File: config.mk
export PLATFORM = sky130hd
export DESIGN_NAME = seven_segment_scan_driver
export DESIGN_NICKNAME = d
export VERILOG_FILES = /design/src/rtl/seven_segment_pkg.sv /design/src/rtl/seven_segment_decoder.sv /design/src/rtl/seven_segment_scan_driver.sv
export SDC_FILE = /design/constraint.sdc
export NUM_CORES = 1
export LEC_CHECK = 0
export ABC_AREA = 1
export ABC_CLOCK_PERIOD_IN_PS = 9390
export BUFFER_PORTS_ARGS = -buffer_cell sky130_fd_sc_hd__buf_2
export CAP_MARGIN = 25
export CELL_PAD_IN_SITES_DETAIL_PLACEMENT = 0
export CELL_PAD_IN_SITES_GLOBAL_PLACEMENT = 1
export CORE_UTILIZATION = 49
export CTS_BUF_LIST = sky130_fd_sc_hd__clkbuf_16
export CTS_CLUSTER_SIZE = 20
export DETAILED_ROUTE_END_ITERATION = 10
export PLACE_DENSITY = 0.95
export SYNTH_ARGS = -nofsm -noshare
export SYNTH_HDL_FRONTEND = slang
export SYNTH_SLANG_ARGS = --single-unit
File: constraint.sdc
create_clock -name clk -period 9.39 [get_ports clk]
set_input_delay 1.878 -clock clk [delete_from_list [all_inputs] [get_ports clk]]
set_output_delay 1.878 -clock clk [all_outputs]
set_load 0.02 [all_outputs]
File: src/rtl/seven_segment_pkg.sv
// Shared seven-segment definitions: segment bit positions, the dark pattern and hex glyphs.
// Pure constants; no latency, no backpressure.
package seven_segment_pkg;

    localparam int SEG_A = 0;
    localparam int SEG_B = 1;
    localparam int SEG_C = 2;
    localparam int SEG_D = 3;
    localparam int SEG_E = 4;
    localparam int SEG_F = 5;
    localparam int SEG_G = 6;

    localparam logic [6:0] M_A = 7'(1 << SEG_A);
    localparam logic [6:0] M_B = 7'(1 << SEG_B);
    localparam logic [6:0] M_C = 7'(1 << SEG_C);
    localparam logic [6:0] M_D = 7'(1 << SEG_D);
    localparam logic [6:0] M_E = 7'(1 << SEG_E);
    localparam logic [6:0] M_F = 7'(1 << SEG_F);
    localparam logic [6:0] M_G = 7'(1 << SEG_G);

    // Active-high "all segments dark"; drivers invert it for common-anode parts.
    localparam logic [6:0] SEG_OFF = 7'b000_0000;

    // Entry n is the active-high glyph for hex digit n, bit order {g,f,e,d,c,b,a}.
    localparam logic [15:0][6:0] GLYPH_TABLE = {
        M_A | M_E | M_F | M_G,                     // F
        M_A | M_D | M_E | M_F | M_G,               // E
        M_B | M_C | M_D | M_E | M_G,               // d
        M_A | M_D | M_E | M_F,                     // C
        M_C | M_D | M_E | M_F | M_G,               // b
        M_A | M_B | M_C | M_E | M_F | M_G,         // A
        M_A | M_B | M_C | M_D | M_F | M_G,         // 9
        M_A | M_B | M_C | M_D | M_E | M_F | M_G,   // 8
        M_A | M_B | M_C,                           // 7
        M_A | M_C | M_D | M_E | M_F | M_G,         // 6
        M_A | M_C | M_D | M_F | M_G,               // 5
        M_B | M_C | M_F | M_G,                     // 4
        M_A | M_B | M_C | M_D | M_G,               // 3
        M_A | M_B | M_D | M_E | M_G,               // 2
        M_B | M_C,                                 // 1
        M_A | M_B | M_C | M_D | M_E | M_F          // 0
    };

endpackage

File: src/rtl/seven_segment_decoder.sv
// Hex nibble to active-high seven-segment glyph.
// Latency: combinational. Backpressure: none.
module seven_segment_decoder
    import seven_segment_pkg::*;
(
    input  logic [3:0] i_nibble,
    output logic [6:0] o_seg
);

    assign o_seg = GLYPH_TABLE[i_nibble];

endmodule

File: src/rtl/seven_segment_scan_driver.sv
// Time-multiplexed hex display driver with frame-coherent updates, leading-zero blanking and PWM dimming.
// Latency: pins lag the slot/digit counters by one clock. Backpressure: none; load is accepted every cycle.
module seven_segment_scan_driver
    import seven_segment_pkg::*;
#(
    parameter int N_DIGITS   = 4,
    parameter int SCAN_DIV   = 50000,
    parameter int ACTIVE_LOW = 1
) (
    input  logic                        clk,
    input  logic                        rst_n,
    input  logic                        enable,
    input  logic                        load,
    input  logic [4*N_DIGITS-1:0]       value,
    input  logic [N_DIGITS-1:0]         dp_in,
    input  logic                        blank_lz,
    input  logic [3:0]                  brightness,
    output logic [6:0]                  segments,
    output logic                        dp,
    output logic [N_DIGITS-1:0]         anode,
    output logic [$clog2(N_DIGITS)-1:0] digit_idx,
    output logic                        frame_start
);

    localparam int CNT_W = $clog2(SCAN_DIV);
    localparam int DIG_W = $clog2(N_DIGITS);
    localparam int STEP  = SCAN_DIV / 16;
    localparam logic POL = (ACTIVE_LOW != 0);
    localparam logic [CNT_W-1:0] CNT_LAST = CNT_W'(SCAN_DIV - 1);
    localparam logic [DIG_W-1:0] DIG_LAST = DIG_W'(N_DIGITS - 1);

    logic [CNT_W-1:0]      r_cnt;
    logic [DIG_W-1:0]      r_dig;
    logic [3:0]            r_bright;
    logic [4*N_DIGITS-1:0] r_pend_val;
    logic [N_DIGITS-1:0]   r_pend_dp;
    logic [4*N_DIGITS-1:0] r_shad_val;
    logic [N_DIGITS-1:0]   r_shad_dp;
    logic [6:0]            r_seg;
    logic                  r_dp;
    logic [N_DIGITS-1:0]   r_anode;
    logic [DIG_W-1:0]      r_dig_out;
    logic                  r_frame_start;

    logic                  w_slot_start;
    logic                  w_slot_last;
    logic                  w_frame_wrap;
    logic [3:0]            w_bright;
    logic [CNT_W:0]        w_thresh;
    logic                  w_duty_on;
    logic [3:0]            w_nibble;
    logic                  w_upper_zero;
    logic                  w_blank;
    logic                  w_lit;
    logic [6:0]            w_seg_hi;
    logic [N_DIGITS-1:0]   w_onehot;

    assign w_slot_start = (r_cnt == '0);
    assign w_slot_last  = (r_cnt == CNT_LAST);
    assign w_frame_wrap = enable && w_slot_last && (r_dig == DIG_LAST);

    // Cycle 0 of a slot uses the live code so the whole slot sees one sampled value.
    assign w_bright  = w_slot_start ? brightness : r_bright;
    assign w_thresh  = (CNT_W+1)'((int'(w_bright) + 1) * STEP);
    assign w_duty_on = ({1'b0, r_cnt} < w_thresh);

    assign w_nibble = r_shad_val[{r_dig, 2'b00} +: 4];

    always_comb begin
        w_upper_zero = 1'b1;
        for (int i = 0; i < N_DIGITS; i++) begin
            if (i >= int'(r_dig) && r_shad_val[4*i +: 4] != 4'h0) begin
                w_upper_zero = 1'b0;
            end
        end
    end

    assign w_blank  = blank_lz && (r_dig != '0) && w_upper_zero;
    assign w_lit    = enable && !w_blank && w_duty_on;
    assign w_onehot = {{(N_DIGITS-1){1'b0}}, 1'b1} << r_dig;

    seven_segment_decoder u_decoder (
        .i_nibble (w_nibble),
        .o_seg    (w_seg_hi)
    );

    always_ff @(posedge clk or negedge rst_n) begin
        if (!rst_n) begin
            r_cnt         <= '0;
            r_dig         <= '0;
            r_bright      <= '0;
            r_pend_val    <= '0;
            r_pend_dp     <= '0;
            r_shad_val    <= '0;
            r_shad_dp     <= '0;
            r_seg         <= SEG_OFF ^ {7{POL}};
            r_dp          <= POL;
            r_anode       <= {N_DIGITS{POL}};
            r_dig_out     <= '0;
            r_frame_start <= 1'b0;
        end else begin
            if (load) begin
                r_pend_val <= value;
                r_pend_dp  <= dp_in;
            end
            // A coincident load lands in pending while the older pending moves to shadow.
            if (w_frame_wrap) begin
                r_shad_val <= r_pend_val;
                r_shad_dp  <= r_pend_dp;
            end

            r_frame_start <= enable && w_slot_start && (r_dig == '0);
            r_dig_out     <= enable ? r_dig : '0;
            r_seg         <= (w_lit ? w_seg_hi : SEG_OFF) ^ {7{POL}};
            r_dp          <= (w_lit && r_shad_dp[r_dig]) ^ POL;
            r_anode       <= (w_lit ? w_onehot : '0) ^ {N_DIGITS{POL}};

            if (!enable) begin
                r_cnt <= '0;
                r_dig <= '0;
            end else begin
                if (w_slot_start) begin
                    r_bright <= brightness;
                end
                if (w_slot_last) begin
                    r_cnt <= '0;
                    r_dig <= (r_dig == DIG_LAST) ? '0 : r_dig + 1'b1;
                end else begin
                    r_cnt <= r_cnt + 1'b1;
                end
            end
        end
    end

    assign segments    = r_seg;
    assign dp          = r_dp;
    assign anode       = r_anode;
    assign digit_idx   = r_dig_out;
    assign frame_start = r_frame_start;

endmodule

# After elaboration in Yosys (flattened, before gate mapping)
# Memories as Yosys holds them, arrays and structs flattened.
# Cells that the tools add are included.
# totals
register_bits,77
mem_bits_ro,112
inputBits,29
output_inout_bits,15
elab_cells,67
memories,1
# mem_list
name,words,width,read_ports,rd_clocked_by_memory_dff,wr,line,text
(name not given),16,7,1,0,0,seven_segment_decoder.sv:10,assign o_seg = GLYPH_TABLE[i_nibble];
# op_classes
add_sub_neg,3
multipliers,1
order_cmp,6
n_eq_ne,3
shift,2
n_mux,16
n_bitwise,3
n_reduce_logical,20
# ops
op,count
two-way mux 16 bit,2
less-than comparator 16 x 17 -> 1 bit,1
"multiplier 5 x 12 -> 17 bit, second input constant",1
"adder 16 x 1 -> 16 bit, second input constant",1
"== test 16 bit, second input constant",1
zero test 16 bit,1
nonzero test 4 bit,4
variable part select 16 x 5 -> 4 bit,1
two-way mux 7 bit,2
logical AND 1 bit,12
two-way mux 2 bit,4
two-way mux 4 bit,2
NOT 7 bit,1
"adder 4 x 1 -> 5 bit, second input constant",1
"less-than comparator 4 x 5 -> 1 bit, second input constant",1
two-way mux 1 bit,5
">= comparator 1 x 2 -> 1 bit, first input constant",2
NOT 4 bit,1
"left shift 1 x 2 -> 4 bit, first input constant",1
"less-than comparator 2 x 3 -> 1 bit, second input constant",1
"adder 2 x 1 -> 2 bit, second input constant",1
binary-select mux 1 bit (select 2 bit),1
"== test 2 bit, second input constant",1
">= comparator 2 bit, first input constant",1
5 further kinds,5

# Longest topological paths before layout
# Gate-level depths: netlist of the first run.
# depth
word_depth,12
depth_mapped,39
ltp_nobuf,38

# Hierarchy
# Synthesis of the first run repeated with hierarchy kept, for this count alone.
# hier_totals
cells_unflattened,618
area_unflattened_um2,5029.8
# by_module_without_submodules
mod,instances,cells_each,area_per_inst_um2,seq_area_each_um2
seven_segment_scan_driver,1,566,4759.6,1941.9
seven_segment_decoder,1,52,270.3,0.0

# Worst setup path after synthesis of the first run
# No wires, ideal clock.
# synth_path
path_kind,input -> register
start,input port brightness[0]
end,"register r_anode[0], in the netlist anode[0]"
setup_time_ns,0.085
arrival_time_ns,5.497
required_ns,9.305
path_slack_ns,3.808
cell_stages,23
n_path_buf,1
cell_sequence,nand3_1 -> nand2_1 -> ha_1 -> or2_0 -> nand2_1 -> inv_1 -> ha_1 -> ha_1 -> ha_1 -> ha_1 -> a21oi_1 -> o21ai_0 -> a21oi_1 -> o21ai_0 -> xor2_1 -> ha_1 -> nand2_1 -> nor2_1 -> a211oi_1 -> nand2_1 -> nand3_2 -> buf_6 -> nand3_1
# synth_between
elab_chain_cells,7
# synth_rtl
element,line,text
start: declaration,seven_segment_scan_driver.sv:17,"input logic [3:0] brightness,"
two-way mux 4 bit,--,
via w_bright[0],seven_segment_scan_driver.sv:48,logic [3:0] w_bright;
adder 4 x 1 -> 5 bit,seven_segment_scan_driver.sv:64,assign w_thresh = (CNT_W+1)'((int'(w_bright) + 1) * STEP);
multiplier 5 x 12 -> 17 bit,seven_segment_scan_driver.sv:64,
less-than comparator 16 x 17 -> 1 bit,seven_segment_scan_driver.sv:65,"assign w_duty_on = ({1'b0, r_cnt} < w_thresh);"
logical AND 1 bit,seven_segment_scan_driver.sv:79,assign w_lit = enable && !w_blank && w_duty_on;
two-way mux 4 bit,seven_segment_scan_driver.sv:116,r_anode <= (w_lit ? w_onehot : '0) ^ {N_DIGITS{POL}};
NOT 4 bit (no source line),--,
end signal: assignment,seven_segment_scan_driver.sv:98,r_anode <= {N_DIGITS{POL}};
end signal: assignment,seven_segment_scan_driver.sv:116,
end: declaration,seven_segment_scan_driver.sv:41,logic [N_DIGITS-1:0] r_anode;
# The timed path passes the listed nets, and every way through them passes these cells.
# A chain may end at the register's enable or synchronous reset.

# Worst setup path in the final report of the first run
# layout_path
start,input port brightness[0]
end,"register r_anode[1], in the netlist anode[1]"
# Same word-level chain as after synthesis.

==> results of run 1 <==
flip-flops by register name, indices dropped and copies added (netlist names):
name	cells
r_shad_dp	4
r_cnt	16
r_pend_dp	4
r_dig	2
segments	7
frame_start	1
anode	4
digit_idx	2
dp	1
r_pend_val	16
r_shad_val	16
r_bright	4
layer usage:
| layer | vias up | wire length, µm | global-route usage [%] |
|---|---|---|---|
| li1 | 2097 | - | - |
| met1 | 1909 | 5280 | 30.5 |
| met2 | 87 | 4850 | 35.2 |
| met3 | 12 | 335 | 3.59 |
| met4 | 0 | 104 | 6.18 |
| met5 | - | 0 | 0 |
final cells by class:
cell class,instances,area [µm²]
fill,875,4250
multi-input combinational,435,2660
sequential,77,1940
inverter,84,315
timing repair buffer,45,243
clock buffer,9,225
tap,133,166
clock inverter,7,60.1
Yosys cell counts (4+ instances only):
library cell	number	share of area, %
nor4_1	4	0.50
o21ai_0	51	5.1
ha_1	58	14
inv_1	79	5.9
a31oi_1	5	0.62
nor3_1	11	1.1
nand3_1	36	3.6
inv_2	4	0.30
dfrtp_1	65	32
xor2_1	6	1.0
nor2_1	40	3.0
a21oi_1	28	2.8
o21ai_2	20	3.5
xnor2_1	5	0.87
dfstp_2	12	6.3
buf_6	5	1.1
nand2_2	6	0.75
nor2_2	4	0.50
nand2_1	132	9.9
nand4_1	5	0.62
worst max-delay path, stage by stage:
cell,delay [ps]
buf_2,100
nand3_1,90
nand2_1,190
ha_1,270
or2_0,220
nand2_1,100
inv_1,90
ha_1,230
nand2_1,90
nand2_1,60
ha_1,170
inv_1,50
nand2_1,50
ha_1,270
ha_1,370
a21oi_1,220
o21ai_0,100
a21oi_1,210
o21ai_0,180
a21oi_1,190
xor2_1,90
ha_1,180
a21oi_1,140
nor2_1,60
nor2_1,580
nand3_1,190
cell families after synthesis:
logic type               synth area share, %
XOR/XNOR                                1.92
flip-flops                              38.7
AO/OA/AOI/OAI                           13.7
buffers and inverters                   8.16
adder cells (fa/ha/maj)                 14.9
AND/OR/NAND/NOR                         22.6
power by group through the flow:
stage / Sequential, mW / Clock [mW] / Combinational, mW
after floorplan: 0.370 / 0 / 0.328
after global placement: 0.365 / 0 / 0.427
after detailed placement: 0.366 / 0 / 0.444
after CTS: 0.360 / 0.333 / 0.446
after global routing: 0.363 / 0.350 / 0.519
final: 0.360 / 0.327 / 0.448
worst paths after layout:
| path | from | endpoint | cells after the start |
|---|---|---|---|
| min in group asynchronous | rst_n | r_shad_val[2]$_DFFE_PN0P_ | 2 |
| hold / removal | r_shad_dp[1]$_DFFE_PN0P_ | r_shad_dp[1]$_DFFE_PN0P_ | 2 |
| hold reg to reg | r_shad_dp[1]$_DFFE_PN0P_ | r_shad_dp[1]$_DFFE_PN0P_ | 2 |
| max in group asynchronous | rst_n | r_cnt[7]$_DFF_PN0_ | 2 |
| setup / recovery | brightness[0] | anode[1]$_DFF_PN1_ | 26 |
| setup reg to reg | r_cnt[0]$_DFF_PN0_ | anode[1]$_DFF_PN1_ | 32 |
metrics by stage:
step | total power, mW | instance area, µm²
final | 1.13 | 5610
after global routing | 1.23 | 5610
after CTS | 1.14 | 5590
after detailed placement | 0.810 | 5310
after global placement | 0.792 | 5310
after floorplan | 0.698 | 5010
==> results.sh, run 1 <==
export IMPL_antenna_left=0
export IMPL_viasPerCell=5.20
export IMPL_hold_viol=0
export IMPL_track_usage_pct=21.9
export IMPL_clock_latency_ps=340
export IMPL_leakagePower_nw=2.86
export IMPL_fp_dieH_um=103
export IMPL_clockBufferDepth=2
export IMPL_synth_edff_count=0
export IMPL_drv_slew=0
export IMPL_yosysUniqueCellTypes=45
export IMPL_stdcell_count=790
export IMPL_status="finished, final reports clean"
export IMPL_hold_path_class="flip-flop to flip-flop"
export IMPL_final_cell_mix="132 x nand2_1, 79 x inv_1, 65 x dfrtp_1, 58 x ha_1, 51 x o21ai_0"
export IMPL_p_seq_share_pct=31.7
export IMPL_end_kind="flip-flop"
export IMPL_avgSynthCellArea_um2=8.23
export IMPL_dp_cells=773
export IMPL_synth_cell_area_um2=5010
export IMPL_tightestPinTransition_ps=940
export IMPL_area_growth_synth_to_final_pct=12.0
export IMPL_portBuffers=43
export IMPL_tns_ps=0
export IMPL_criticalPathCategory="primary input to flip-flop"
export IMPL_synth_nets=697
export IMPL_netSwitchingPower_mw=0.433
export IMPL_grt_pass1_vias=3891
export IMPL_critPathArrivalTime_ps=6360
export IMPL_netlist_instances=609
export IMPL_diodes=0
export IMPL_whs_ps=479
export IMPL_yosysWarnings=0
export IMPL_cts_resized=0
export IMPL_clock_sinks=77
export IMPL_start_util_pct=50.8
export IMPL_antenna_found_initial=0
export IMPL_dp_final_hpwl_um=8030
export IMPL_final_util_pct=56.9
export IMPL_clkPwrFrac_pct=28.8
export IMPL_drc=0
export IMPL_cts_buffers=9
export IMPL_tritoncts="yes"
export IMPL_coreArea_um2=9860
export IMPL_drt_total_wl_um=10600
export IMPL_drtIter0Drc=255
export IMPL_synthFlopType="dfrtp_1"
export IMPL_cts_root_buf="clkbuf_16"
export IMPL_via_count=4105
export IMPL_crit_required_ps=9610
export IMPL_setup_viol=0
export IMPL_grt_pass1_wl_um=18100
export IMPL_r2r_setup_slack_ps=3710
export IMPL_ir_worst_vdd_uv=113
export IMPL_drive_gt1_share_pct=18.4
export IMPL_htree_levels=3
export IMPL_relSlewSlack_pct=37.4
export IMPL_fmax_ghz=0.163
export IMPL_crit_path_start_kind="primary input"
export IMPL_gr_total_overflow=0
export IMPL_maxCapViolCount=0
export IMPL_ios=44
export IMPL_ys_seq_area_share_pct=38.7
export IMPL_grt_max_degree=78
export IMPL_final_common_cell="nand2_1"
export IMPL_layout_nets=740
export IMPL_switching_share_pct=38.2
export IMPL_ys_ff_latch=77
export IMPL_path_max_fanout=12
export IMPL_post_cts_buffers=0
export IMPL_period_needed_ps=6140
export IMPL_pwr_share_comb_pct=39.5
export IMPL_async_reset_ff_share_pct=100
export IMPL_holdBufCountCts=0
export IMPL_die_w_um=103
export IMPL_p_int_mw=0.701
export IMPL_p_per_area_nw_per_um2=202
export IMPL_dp_slack_ps=2940
export IMPL_clock_skew_ps=12.8
export IMPL_finalCritPeriodShare_pct=65.4
export IMPL_rows=36
export IMPL_gp_congestion=0.906
export IMPL_die_area_um2=10600
export IMPL_firstDrtPassIters=4
export IMPL_route_detailed_wl_per_inst_um=13.4
export IMPL_rsz0062_at_grt="false"
export IMPL_setup_ws_ps=3250
export IMPL_clk_pin_slew_worst_paths_ps=60
Note: power is estimated with default switching activity, not from simulation.
==> inputs of run 2 (changes only) <==
--- a/config.mk
+++ b/config.mk
@@ -6,16 +6,16 @@
 export NUM_CORES = 1
 export LEC_CHECK = 0
 export ABC_AREA = 1
-export ABC_CLOCK_PERIOD_IN_PS = 9390
+export ABC_CLOCK_PERIOD_IN_PS = 5170
 export BUFFER_PORTS_ARGS = -buffer_cell sky130_fd_sc_hd__buf_2
 export CAP_MARGIN = 25
 export CELL_PAD_IN_SITES_DETAIL_PLACEMENT = 0
 export CELL_PAD_IN_SITES_GLOBAL_PLACEMENT = 1
-export CORE_UTILIZATION = 49
+export CORE_UTILIZATION = 41
 export CTS_BUF_LIST = sky130_fd_sc_hd__clkbuf_16
 export CTS_CLUSTER_SIZE = 20
 export DETAILED_ROUTE_END_ITERATION = 10
-export PLACE_DENSITY = 0.95
+export PLACE_DENSITY = 0.87
 export SYNTH_ARGS = -nofsm -noshare
 export SYNTH_HDL_FRONTEND = slang
 export SYNTH_SLANG_ARGS = --single-unit
==> constraint.sdc (replaced) <==
create_clock -name clk -period 5.17 [get_ports clk]
set_input_delay 1.034 -clock clk [delete_from_list [all_inputs] [get_ports clk]]
set_output_delay 1.034 -clock clk [all_outputs]
set_load 0.02 [all_outputs]
==> results.sh, run 2 (same netlist as run 1, synthesis figures left out) <==
export IMPL_criticalPathCategory="flip-flop to flip-flop"
export IMPL_ir_worst_vdd_uv=196
export IMPL_cts_buffers=9
export IMPL_grt_pass1_vias=4167
export IMPL_crit_required_ps=5450
export IMPL_viasPerCell=5.18
export IMPL_reg2regPathDepth=33
export IMPL_slowest_stage="dfrtp_1"
export IMPL_largestRegisters="r_cnt x16, r_pend_val x16, r_shad_val x16"
export IMPL_hold_viol=0
export IMPL_hold_path_class="flip-flop to flip-flop"
export IMPL_critical_path_max_stage_delay_ps=460
export IMPL_gr_total_overflow=0
export IMPL_layout_nets=754
export IMPL_period_needed_ps=4870
export IMPL_firstDrtPassIters=5
export IMPL_switching_share_pct=39.1
export IMPL_cts_root_buf="clkbuf_16"
export IMPL_min_from="r_bright[0]$_DFFE_PN0P_"
export IMPL_pwr_share_comb_pct=45.0
export IMPL_die_w_um=113
export IMPL_drtIter0Drc=273
export IMPL_antenna_left=0
export IMPL_crit_path_start_kind="flip-flop"
export IMPL_diodes=0
export IMPL_holdBufCountCts=0
export IMPL_ios=44
export IMPL_leakagePower_nw=2.96
export IMPL_register_area_um2=1940
export IMPL_worstReg2RegEnd="anode[3]$_DFF_PN1_"
export IMPL_setup_ws_ps=300
export IMPL_cpMostUsedCell="nand2_1"
export IMPL_gp_congestion=0.852
export IMPL_route_detailed_wl_per_inst_um=13.7
export IMPL_clk_pin_slew_worst_paths_ps=60
export IMPL_area_growth_synth_to_final_pct=18.4
export IMPL_grt_pass1_wl_um=19200
export IMPL_critPathArrivalTime_ps=5150
export IMPL_netSwitchingPower_mw=0.897
export IMPL_path_max_fanout=7
export IMPL_r2r_setup_slack_ps=300
export IMPL_via_count=4239
export IMPL_clockBufferDepth=2
export IMPL_dp_final_hpwl_um=8470
export IMPL_rows=40
export IMPL_start_util_pct=41.9
export IMPL_dpl_cell_area_um2=5400
export IMPL_dp_slack_ps=-71.3
export IMPL_drv_slew=0
export IMPL_drt_total_wl_um=11200
export IMPL_setup_viol=0
export IMPL_tightestPinTransition_ps=937
export IMPL_multi_input_area_um2=2860
export IMPL_clock_sinks=77
export IMPL_portBuffers=43
export IMPL_fmax_ghz=0.205
export IMPL_drc=0
export IMPL_grt_max_degree=78
export IMPL_track_usage_pct=19.2
export IMPL_final_util_pct=49.6
export IMPL_clock_latency_ps=340
export IMPL_whs_path_depth=2
export IMPL_relSlewSlack_pct=37.5
export IMPL_clkPwrFrac_pct=26.6
export IMPL_die_area_um2=12700
export IMPL_p_int_mw=1.40
export IMPL_fp_dieH_um=113
export IMPL_maxCapViolCount=0
export IMPL_final_cell_area_um2=5930
export IMPL_r2r_start="r_cnt[5]$_DFF_PN0_"
export IMPL_tritoncts="yes"
export IMPL_final_cell_mix="127 x nand2_1, 77 x inv_1, 65 x dfrtp_1, 50 x ha_1, 49 x o21ai_0"
export IMPL_final_common_cell="nand2_1"
export IMPL_p_seq_share_pct=28.4
export IMPL_status="finished, final reports clean"
export IMPL_htree_levels=3
export IMPL_nFillCells=1128
export IMPL_end_kind="flip-flop"
export IMPL_antenna_found_initial=0
export IMPL_p_per_area_nw_per_um2=387
export IMPL_clock_skew_ps=9.31
export IMPL_finalCritPeriodShare_pct=94.2
export IMPL_coreArea_um2=12000
export IMPL_timing_hold_worst_endpoint="r_bright[0]$_DFFE_PN0P_"
export IMPL_drive_gt1_share_pct=24.3
[run 2: how the worst max path moves through the flow]
stage	end	startpoint	slack [ps]
4_1_cts	anode[2]$_DFF_PN1_	r_cnt[0]$_DFF_PN0_	20
3_3_place_gp	anode[2]$_DFF_PN1_	brightness[1]	140
2_1_floorplan	anode[0]$_DFF_PN1_	brightness[0]	430
5_1_grt	anode[3]$_DFF_PN1_	r_cnt[0]$_DFF_PN0_	-30
3_5_place_dp	anode[3]$_DFF_PN1_	brightness[1]	-70
6_report	anode[3]$_DFF_PN1_	r_cnt[5]$_DFF_PN0_	300
[run 2: final cells by class]
type | count | area share [%]
Sequential cell | 77 | 32.7
Clock buffer | 9 | 3.80
Timing Repair Buffer | 58 | 5.78
Clock inverter | 7 | 1.10
Tap cell | 147 | 3.10
Multi-Input combinational cell | 436 | 48.2
Inverter | 84 | 5.31
[run 2: critical path, delay by kind of cell, from the launching register on]
family                   cells  cell delay, ps
XOR/XNOR                     1             160
adder cells (fa/ha/maj)      6            1360
flip-flops                   1             460
buffers and inverters        4             250
AO/OA/AOI/OAI                2             340
AND/OR/NAND/NOR             20            2210
[run 2: through the flow]
step | total power [mW] | TNS (ps) | hold slack (ps) | cells
floorplan | 1.27 | 0 | 449 | 609
global placement | 1.44 | 0 | 462 | 797
detailed placement | 1.48 | -603 | 470 | 797
CTS | 2.12 | 0 | 486 | 814
global route | 2.47 | -33.1 | 513 | 818
finish | 2.30 | 0 | 487 | 818
[run 2: what timing repair did]
action,4_1_cts,5_1_grt
cloned,1,0
resized for setup,3,34
setup endpoints to repair,12,12
pin swaps,1,9
setup buffers,0,3
endpoints found under the hold margin,0,0
[run 2: layer usage]
layer	GRT usage, %	up-vias	part of all wire, %
met5	0	-	0
met4	5.78	0	0.98
met3	4.10	12	4.2
met2	32.0	94	49
met1	25.0	2014	46
li1	-	2119	-
[run 2: power by group through the flow]
stage                     logic (mW)  registers (mW)  clock network [mW]
final                           1.03           0.653               0.610
after global placement         0.783           0.662                   0
after global routing            1.16           0.656               0.651
after floorplan                0.596           0.671                   0
after CTS                      0.844           0.652               0.623
after detailed placement       0.819           0.663                   0
